==> config.mk <==
export PLATFORM = sky130hd
export DESIGN_NAME = logic16_arbiter
export DESIGN_NICKNAME = d
export VERILOG_FILES = /design/src/rtl/logic16_arbiter_pkg.sv /design/src/rtl/and16.sv /design/src/rtl/bitwise_unit.sv /design/src/rtl/not16.sv /design/src/rtl/or16.sv /design/src/rtl/xor16.sv /design/src/rtl/logic16_arbiter.sv
export SDC_FILE = /design/constraint.sdc
export NUM_CORES = 1
export LEC_CHECK = 0
export ABC_AREA = 1
export CORE_UTILIZATION = 45
export DETAILED_ROUTE_END_ITERATION = 8
export GPL_TIMING_DRIVEN = 0
export PLACE_DENSITY = 0.72
export SLEW_MARGIN = 0
export SYNTH_ARGS = -nofsm -noshare
export SYNTH_HDL_FRONTEND = slang
export SYNTH_SLANG_ARGS = --single-unit
==> constraint.sdc <==
create_clock -name clk -period 2 [get_ports clk]
set_clock_uncertainty 0.05 [all_clocks]
set_input_delay 0.4 -clock clk [delete_from_list [all_inputs] [get_ports clk]]
set_output_delay 0.4 -clock clk [all_outputs]
set_load 0.1 [all_outputs]
==> src/rtl/logic16_arbiter_pkg.sv <==
// Shared definitions for the two-requester bitwise logic arbiter.
package logic16_arbiter_pkg;

  localparam int unsigned WIDTH = 16;
  localparam int unsigned OP_W  = 2;

  // Opcode encoding for the bitwise unit.
  typedef enum logic [OP_W-1:0] {
    OP_AND = 2'b00,
    OP_OR  = 2'b01,
    OP_XOR = 2'b10,
    OP_NOT = 2'b11
  } op_e;

  // Arbiter FSM state encoding.
  typedef enum logic [1:0] {
    IDLE = 2'b00,
    EXEC = 2'b01,
    RESP = 2'b10
  } state_e;

  // Requester identifiers carried on rsp_id.
  localparam logic ID_REQ0 = 1'b0;
  localparam logic ID_REQ1 = 1'b1;

  // Latched operation payload.
  typedef struct packed {
    logic [OP_W-1:0]  op;
    logic [WIDTH-1:0] a;
    logic [WIDTH-1:0] b;
  } req_t;

endpackage

==> src/rtl/and16.sv <==
// 16-bit AND gate bank.
// Ports: a, b - operands; y - a & b.
module and16 (
  input  logic [15:0] a,
  input  logic [15:0] b,
  output logic [15:0] y
);
  assign y = a & b;
endmodule

==> src/rtl/bitwise_unit.sv <==
// Combinational bitwise logic unit built from the 16-bit gate banks.
// Ports: op - opcode (AND/OR/XOR/NOT); a, b - operands (b ignored for NOT);
//        y - selected result.
module bitwise_unit
  import logic16_arbiter_pkg::*;
(
  input  logic [OP_W-1:0]  op,
  input  logic [WIDTH-1:0] a,
  input  logic [WIDTH-1:0] b,
  output logic [WIDTH-1:0] y
);

  logic [WIDTH-1:0] y_and;
  logic [WIDTH-1:0] y_or;
  logic [WIDTH-1:0] y_xor;
  logic [WIDTH-1:0] y_not;

  and16 u_and (.a(a), .b(b), .y(y_and));
  or16  u_or  (.a(a), .b(b), .y(y_or));
  xor16 u_xor (.a(a), .b(b), .y(y_xor));
  not16 u_not (.a(a),        .y(y_not));

  // Result select.
  always_comb begin
    y = y_and;
    case (op)
      OP_AND:  y = y_and;
      OP_OR:   y = y_or;
      OP_XOR:  y = y_xor;
      OP_NOT:  y = y_not;
      default: y = y_and;
    endcase
  end

endmodule

==> src/rtl/not16.sv <==
// 16-bit inverter bank.
// Ports: a - operand; y - ~a.
module not16 (
  input  logic [15:0] a,
  output logic [15:0] y
);
  assign y = ~a;
endmodule

==> src/rtl/or16.sv <==
// 16-bit OR gate bank.
// Ports: a, b - operands; y - a | b.
module or16 (
  input  logic [15:0] a,
  input  logic [15:0] b,
  output logic [15:0] y
);
  assign y = a | b;
endmodule

==> src/rtl/xor16.sv <==
// 16-bit XOR gate bank.
// Ports: a, b - operands; y - a ^ b.
module xor16 (
  input  logic [15:0] a,
  input  logic [15:0] b,
  output logic [15:0] y
);
  assign y = a ^ b;
endmodule

==> src/rtl/logic16_arbiter.sv <==
// Round-robin arbiter sharing one bitwise logic unit between two requesters.
// Ports: clk, rst_n (async active-low);
//        req0_*/req1_* - valid/ready request ports with op, a, b payload;
//        rsp_valid/rsp_ready - registered response handshake;
//        rsp_id - requester that issued the result; rsp_data - result word.
module logic16_arbiter
  import logic16_arbiter_pkg::*;
(
  input  logic             clk,
  input  logic             rst_n,
  input  logic             req0_valid,
  output logic             req0_ready,
  input  logic [OP_W-1:0]  req0_op,
  input  logic [WIDTH-1:0] req0_a,
  input  logic [WIDTH-1:0] req0_b,
  input  logic             req1_valid,
  output logic             req1_ready,
  input  logic [OP_W-1:0]  req1_op,
  input  logic [WIDTH-1:0] req1_a,
  input  logic [WIDTH-1:0] req1_b,
  output logic             rsp_valid,
  input  logic             rsp_ready,
  output logic             rsp_id,
  output logic [WIDTH-1:0] rsp_data
);

  state_e           state_q;
  state_e           state_d;
  logic             sel_c;
  logic             hs_c;
  req_t             req_q;
  logic             id_q;
  logic             last_grant_q;
  logic             rsp_valid_q;
  logic             rsp_id_q;
  logic [WIDTH-1:0] rsp_data_q;
  logic [WIDTH-1:0] unit_y;

  bitwise_unit u_unit (
    .op (req_q.op),
    .a  (req_q.a),
    .b  (req_q.b),
    .y  (unit_y)
  );

  // State register.
  always_ff @(posedge clk or negedge rst_n) begin
    if (!rst_n) state_q <= IDLE;
    else        state_q <= state_d;
  end

  // Next-state logic.
  always_comb begin
    state_d = state_q;
    case (state_q)
      IDLE:    if (hs_c) state_d = EXEC;
      EXEC:    state_d = RESP;
      RESP:    if (rsp_ready) state_d = IDLE;
      default: state_d = IDLE;
    endcase
  end

  // Grant select and combinational ready; a tie goes to the requester not served last.
  always_comb begin
    sel_c = ID_REQ0;
    if (req0_valid && req1_valid) sel_c = ~last_grant_q;
    else if (req1_valid)          sel_c = ID_REQ1;
    req0_ready = rst_n && (state_q == IDLE) && req0_valid && (sel_c == ID_REQ0);
    req1_ready = rst_n && (state_q == IDLE) && req1_valid && (sel_c == ID_REQ1);
    hs_c       = req0_ready || req1_ready;
  end

  // Operand capture, round-robin pointer and response registers.
  always_ff @(posedge clk or negedge rst_n) begin
    if (!rst_n) begin
      req_q        <= '0;
      id_q         <= ID_REQ0;
      last_grant_q <= ID_REQ1;
      rsp_valid_q  <= 1'b0;
      rsp_id_q     <= ID_REQ0;
      rsp_data_q   <= '0;
    end else begin
      if (hs_c) begin
        req_q        <= sel_c ? req_t'{req1_op, req1_a, req1_b}
                              : req_t'{req0_op, req0_a, req0_b};
        id_q         <= sel_c;
        last_grant_q <= sel_c;
      end
      if (state_q == EXEC) begin
        rsp_valid_q <= 1'b1;
        rsp_id_q    <= id_q;
        rsp_data_q  <= unit_y;
      end else if ((state_q == RESP) && rsp_ready) begin
        rsp_valid_q <= 1'b0;
      end
    end
  end

  assign rsp_valid = rsp_valid_q;
  assign rsp_id    = rsp_id_q;
  assign rsp_data  = rsp_data_q;

endmodule

==> Yosys cells after proc, flatten, opt, wreduce, memory -nomap -nowiden <==
Cells that the tools add are included.
{ "totals": {"output_inout_bits": 20, "wordCells": 43, "ff_bits": 56} }
{ "op_classes": {"bitwise": 6, "muxes": 9, "eq_ne": 7, "reduce_logical": 12} }
{ "op_table": {"columns": ["operator", "count"], "rows": [
  ["$pmux 16 s4", 1],
  ["$mux 34", 1],
  ["$and 16x16->16", 1],
  ["$not 16->16", 1],
  ["$or 16x16->16", 1],
  ["$xor 16x16->16", 1],
  ["$logic_and 1x1->1", 7],
  ["$eq 2x2->1 const B", 3],
  ["$pmux 2 s3", 1],
  ["$eq 2x1->1 const B", 2],
  ["$logic_not 2->1", 2],
  ["$mux 1", 4],
  ["$mux 2", 2],
  ["$ne 2x2->1 const B", 2],
  ["$not 1->1", 2],
  ["$reduce_and 2->1", 1],
  ["$reduce_bool 2->1", 1],
  ["$logic_or 1x1->1", 1]
]} }

==> Longest topological paths before layout <==
{ "depth": {"word_depth": 7, "ltp_mapped": 8, "depth_no_buf": 8} }

==> By module <==
From an unflattened synthesis, not the netlist that was laid out.
{ "unflattened": {"cells_unflattened": 628, "area_unflattened_um2": 3890.0} }
{ "by_module_without_submodules": {"columns": ["module", "cells_per_inst", "area_each_um2", "instances"], "rows": [
  ["logic16_arbiter", 358, 2705.1, 1],
  ["bitwise_unit", 94, 524.3, 1],
  ["xor16", 80, 300.3, 1],
  ["or16", 48, 180.2, 1],
  ["and16", 32, 120.1, 1],
  ["not16", 16, 60.1, 1]
]} }

==> Worst setup path before layout <==
Ideal clock, no wire load.
{ "synth_path": {"kind": "register to output", "start": "register last_grant_q", "end": "output port req0_ready", "required_ps": 1550, "arrival_ps": 2094, "n_path_buf": 0, "slack_ps": -544, "path_stages_with_launch": 5, "path_cell_list": "dfstp_2 -> nand2_2 -> nand2_4 -> inv_2 -> nor2_1"} }
{ "synth_via": {"elab_chain_cells": 4} }
{ "synth_rtl": {"columns": ["item", "line_no", "rtl"], "rows": [
  ["start, declared", "logic16_arbiter.sv:33", "logic last_grant_q;"],
  ["start signal, assigned", "logic16_arbiter.sv:87", "last_grant_q <= sel_c;"],
  ["$not 1->1", "logic16_arbiter.sv:66", "if (req0_valid && req1_valid) sel_c = ~last_grant_q;"],
  ["$mux 1", "logic16_arbiter.sv:66", null],
  ["$not 1->1", "logic16_arbiter.sv:68", "req0_ready = rst_n && (state_q == IDLE) && req0_valid && (sel_c == ID_REQ0);"],
  ["$logic_and 1x1->1", "logic16_arbiter.sv:68", null],
  ["end, declared", "logic16_arbiter.sv:12", "output logic req0_ready,"]
]} }
No other way between the ends.

==> Final worst setup path <==
{ "layout_path": {"start": "register rsp_data_q[2] (netlist: rsp_data[2])", "end": "output port rsp_data[2]"} }
{ "layout_lines": {"columns": ["item", "line_no", "rtl"], "rows": [
  ["start, declared", "logic16_arbiter.sv:36", "logic [WIDTH-1:0] rsp_data_q;"],
  ["start signal, assigned", "logic16_arbiter.sv:92", "rsp_data_q <= unit_y;"],
  ["end, declared", "logic16_arbiter.sv:24", "output logic [WIDTH-1:0] rsp_data"]
]} }
No word-level cell between the ends.

==> impl_metrics.toml <==
[run_status]
outcome = "complete, no violations"

[synth]
synth_top_area_cell = "dfrtp_1"
syn_inst = 546
avgSynthCellArea_sq_um = 6.97
ys_top_cells_by_area = "dfrtp_1 36%, nand2_1 20%, nand3_1 13%"
synth_nets = 651
yosysTopAreaCellShare_pct = 36.2
syn-cell-area_sq_um = 3800
yosysWarnings = 0
synth_cell_types = 19
seq_area_frac_synth_pct = 36.9
ys_ff_latch = 56

[clock_tree]
clock_path_buffers = 2
cts_root_buf = "clkbuf_8"
cts_tree = "yes"
cts.sinks = 56
htree_levels = 2
cts.clk_slew.worst_paths_ps = 110
clock_latency_ps = 310
cts_buffers = 5

[sta]
fin_crit_sh_pct = 97.7
finalMaxSlewViolations = 0
fmax_ghz = 0.512
hold_violations = 0
slew_headroom_pct = 28.0
rsz0062_at_grt = "false"
finalSetupViolCount = 0
tightest_slew_ps = 1080
setup_ws_ps = 46.6
layout_min_cycle_time_ps = 1950

[cells_and_area]
fin_util_pct = 61.1
final_nets = 753
mostFrequentLayoutCells = "207 x nand2_1, 97 x nand3_1, 69 x clkdlybuf4s50_1"
final_area_sq_um = 5020
drive_above_1_share_pct = 9.40
final_cells = 754
n_fill_cell = 784
antenna_cells = 0
multiInputGateArea_sq_um = 2050
final_common_cell = "nand2_1"
area_growth_pct = 31.9
seqCellArea_sq_um = 1400

[critical_path]
crit_chain = "clkdlybuf4s15_1"
cp_data_arrival_time_ps = 1500
path_buf_inv = 1
path_delay_family = "buffers and inverters"
cp_max_fo = 2
slowest_stage = "clkdlybuf4s15_1"
worstSetupPathType = "register to primary output"
cp-end-kind = "primary output"
cpPeakStageDelay_ps = 820
critPathRequiredTime_ps = 1550
start_kind = "register"

[placed_design]
gp_congestion = 0.817
dp_hpwl_mm = 7.56
dp_worst_setup_slack_ps = -1410
place_inst = 743
portBuffers = 91
placed_cell_area_sq_um = 4870

[power_and_ir_drop]
finalPower_mw = 7.03
pwr-share-seq_pct = 30.3
switching_share_pct = 54.0
p_sw_mw = 3.80
leakagePower_nw = 2.63
comb_power_share_pct = 60.6
ir_worst_vdd_v = 0.000419
p_int_mw = 3.23
pwr_density_cell_nw_per_um2 = 1400
p_clk_share_pct = 9.1

[hold_path]
hold_class = "primary input to asynchronous set/reset pin"

[die]
initial_core_util_pct = 46.3
die_h_um = 93.9
die_w_um = 93.9
core_sq_um = 8220
num_rows = 33
pin_count = 93
fp.dieArea_sq_um = 8820

[global_route]
grt_usage_pct = 23.7
grt_pass1_vias = 3543
overflow = 0
antenna_found_initial = 0
grt_max_degree = 32
grt_pass1_wl_mm = 16.4

[detailed_routing]
wl_mm = 9.65
avgViaCountPerCell = 4.95
routedWlPerCell_um = 12.8
drc_errors = 0
first_pass_iters = 6
final_antenna_net_count = 0
drt-initial-drc-count = 167
num_vias = 3736

[flow_run]
cap_violations = 0
[cells by family after synthesis]
group                    Yosys count  share of synthesized area (%)
AO/OA/AOI/OAI                     26                           4.05
flip-flops                        56                           36.9
adder cells (fa/ha/maj)           32                           10.5
buffers and inverters             93                           10.5
AND/OR/NAND/NOR                  339                           38.0
[registers in the layout (all words and copies together), names as in the netlist]
signal,count
state_q,2
rsp_valid,1
req_q,34
rsp_data,16
id_q,1
rsp_id,1
last_grant_q,1
[cell usage after synthesis]
| cell type | n |
|---|---|
| o21ai_0 | 3 |
| a21oi_4 | 1 |
| inv_1 | 60 |
| ha_1 | 32 |
| nand2_2 | 1 |
| clkbuf_1 | 6 |
| dfstp_2 | 1 |
| dfrtp_1 | 55 |
| inv_2 | 2 |
| nor2_4 | 1 |
| nand3b_1 | 7 |
| buf_4 | 8 |
| a21oi_1 | 17 |
| nand3_1 | 98 |
| nand2_1 | 207 |
| buf_2 | 17 |
| o21bai_1 | 5 |
| nand2_4 | 2 |
| nor2_1 | 23 |
[repair_timing]
item	CTS	global route
gates cloned	0	0
hold buffers	2	0
pin swaps	2	1
gates resized for setup	50	23
setup endpoints to repair	20	18
buffers inserted	2	0
endpoints found under the hold margin	24	0
[power by group through the flow]
stage	sequential, mW	clock [mW]	combinational, mW
finish	2.13	0.639	4.26
global route	2.21	0.708	4.75
CTS	2.12	0.662	4.29
detailed placement	2.14	0	4.32
global placement	2.11	0	4.20
floorplan	3.12	0	2.16
[cell type report]
type / instances / share of cell area [%]
timing repair buffer: 96 / 18.9
tap: 105 / 2.62
sequential: 56 / 28.0
inverter: 62 / 4.71
buffer: 30 / 3.19
clock buffer: 5 / 1.37
multi-input combinational: 397 / 40.8
clock inverter: 3 / 0.449
[per-stage QoR]
stage,TNS [ps],hold slack [ps]
floorplan,0,54.4
global placement,-156560,410
detailed placement,-8960,380
CTS,0,93.1
global route,0,103
finish,0,95.4
[final timing paths]
check	startpoint	endpoint	slack, ps	cells past startpoint
setup / recovery	rsp_data[2]	rsp_data[2]	50	1
hold / removal	rst_n	rsp_data[10]	100	3
setup reg to reg	last_grant_q	req_q[33]	420	8
hold reg to reg	rsp_data[11]	rsp_data[11]	440	2
max in group asynchronous	rst_n	req_q[32]	460	2
min in group clk	rsp_data[11]	rsp_data[11]	440	2
[routing by layer]
metal  vias to the layer above  track usage, %  wire, um
li1                       1913               -         -
met1                      1721            31.6      4370
met5                         -               0         0
met3                         9            3.16       478
met4                         0            5.13       114
met2                        93            40.9      4690
(Power assumes the default switching activity.)
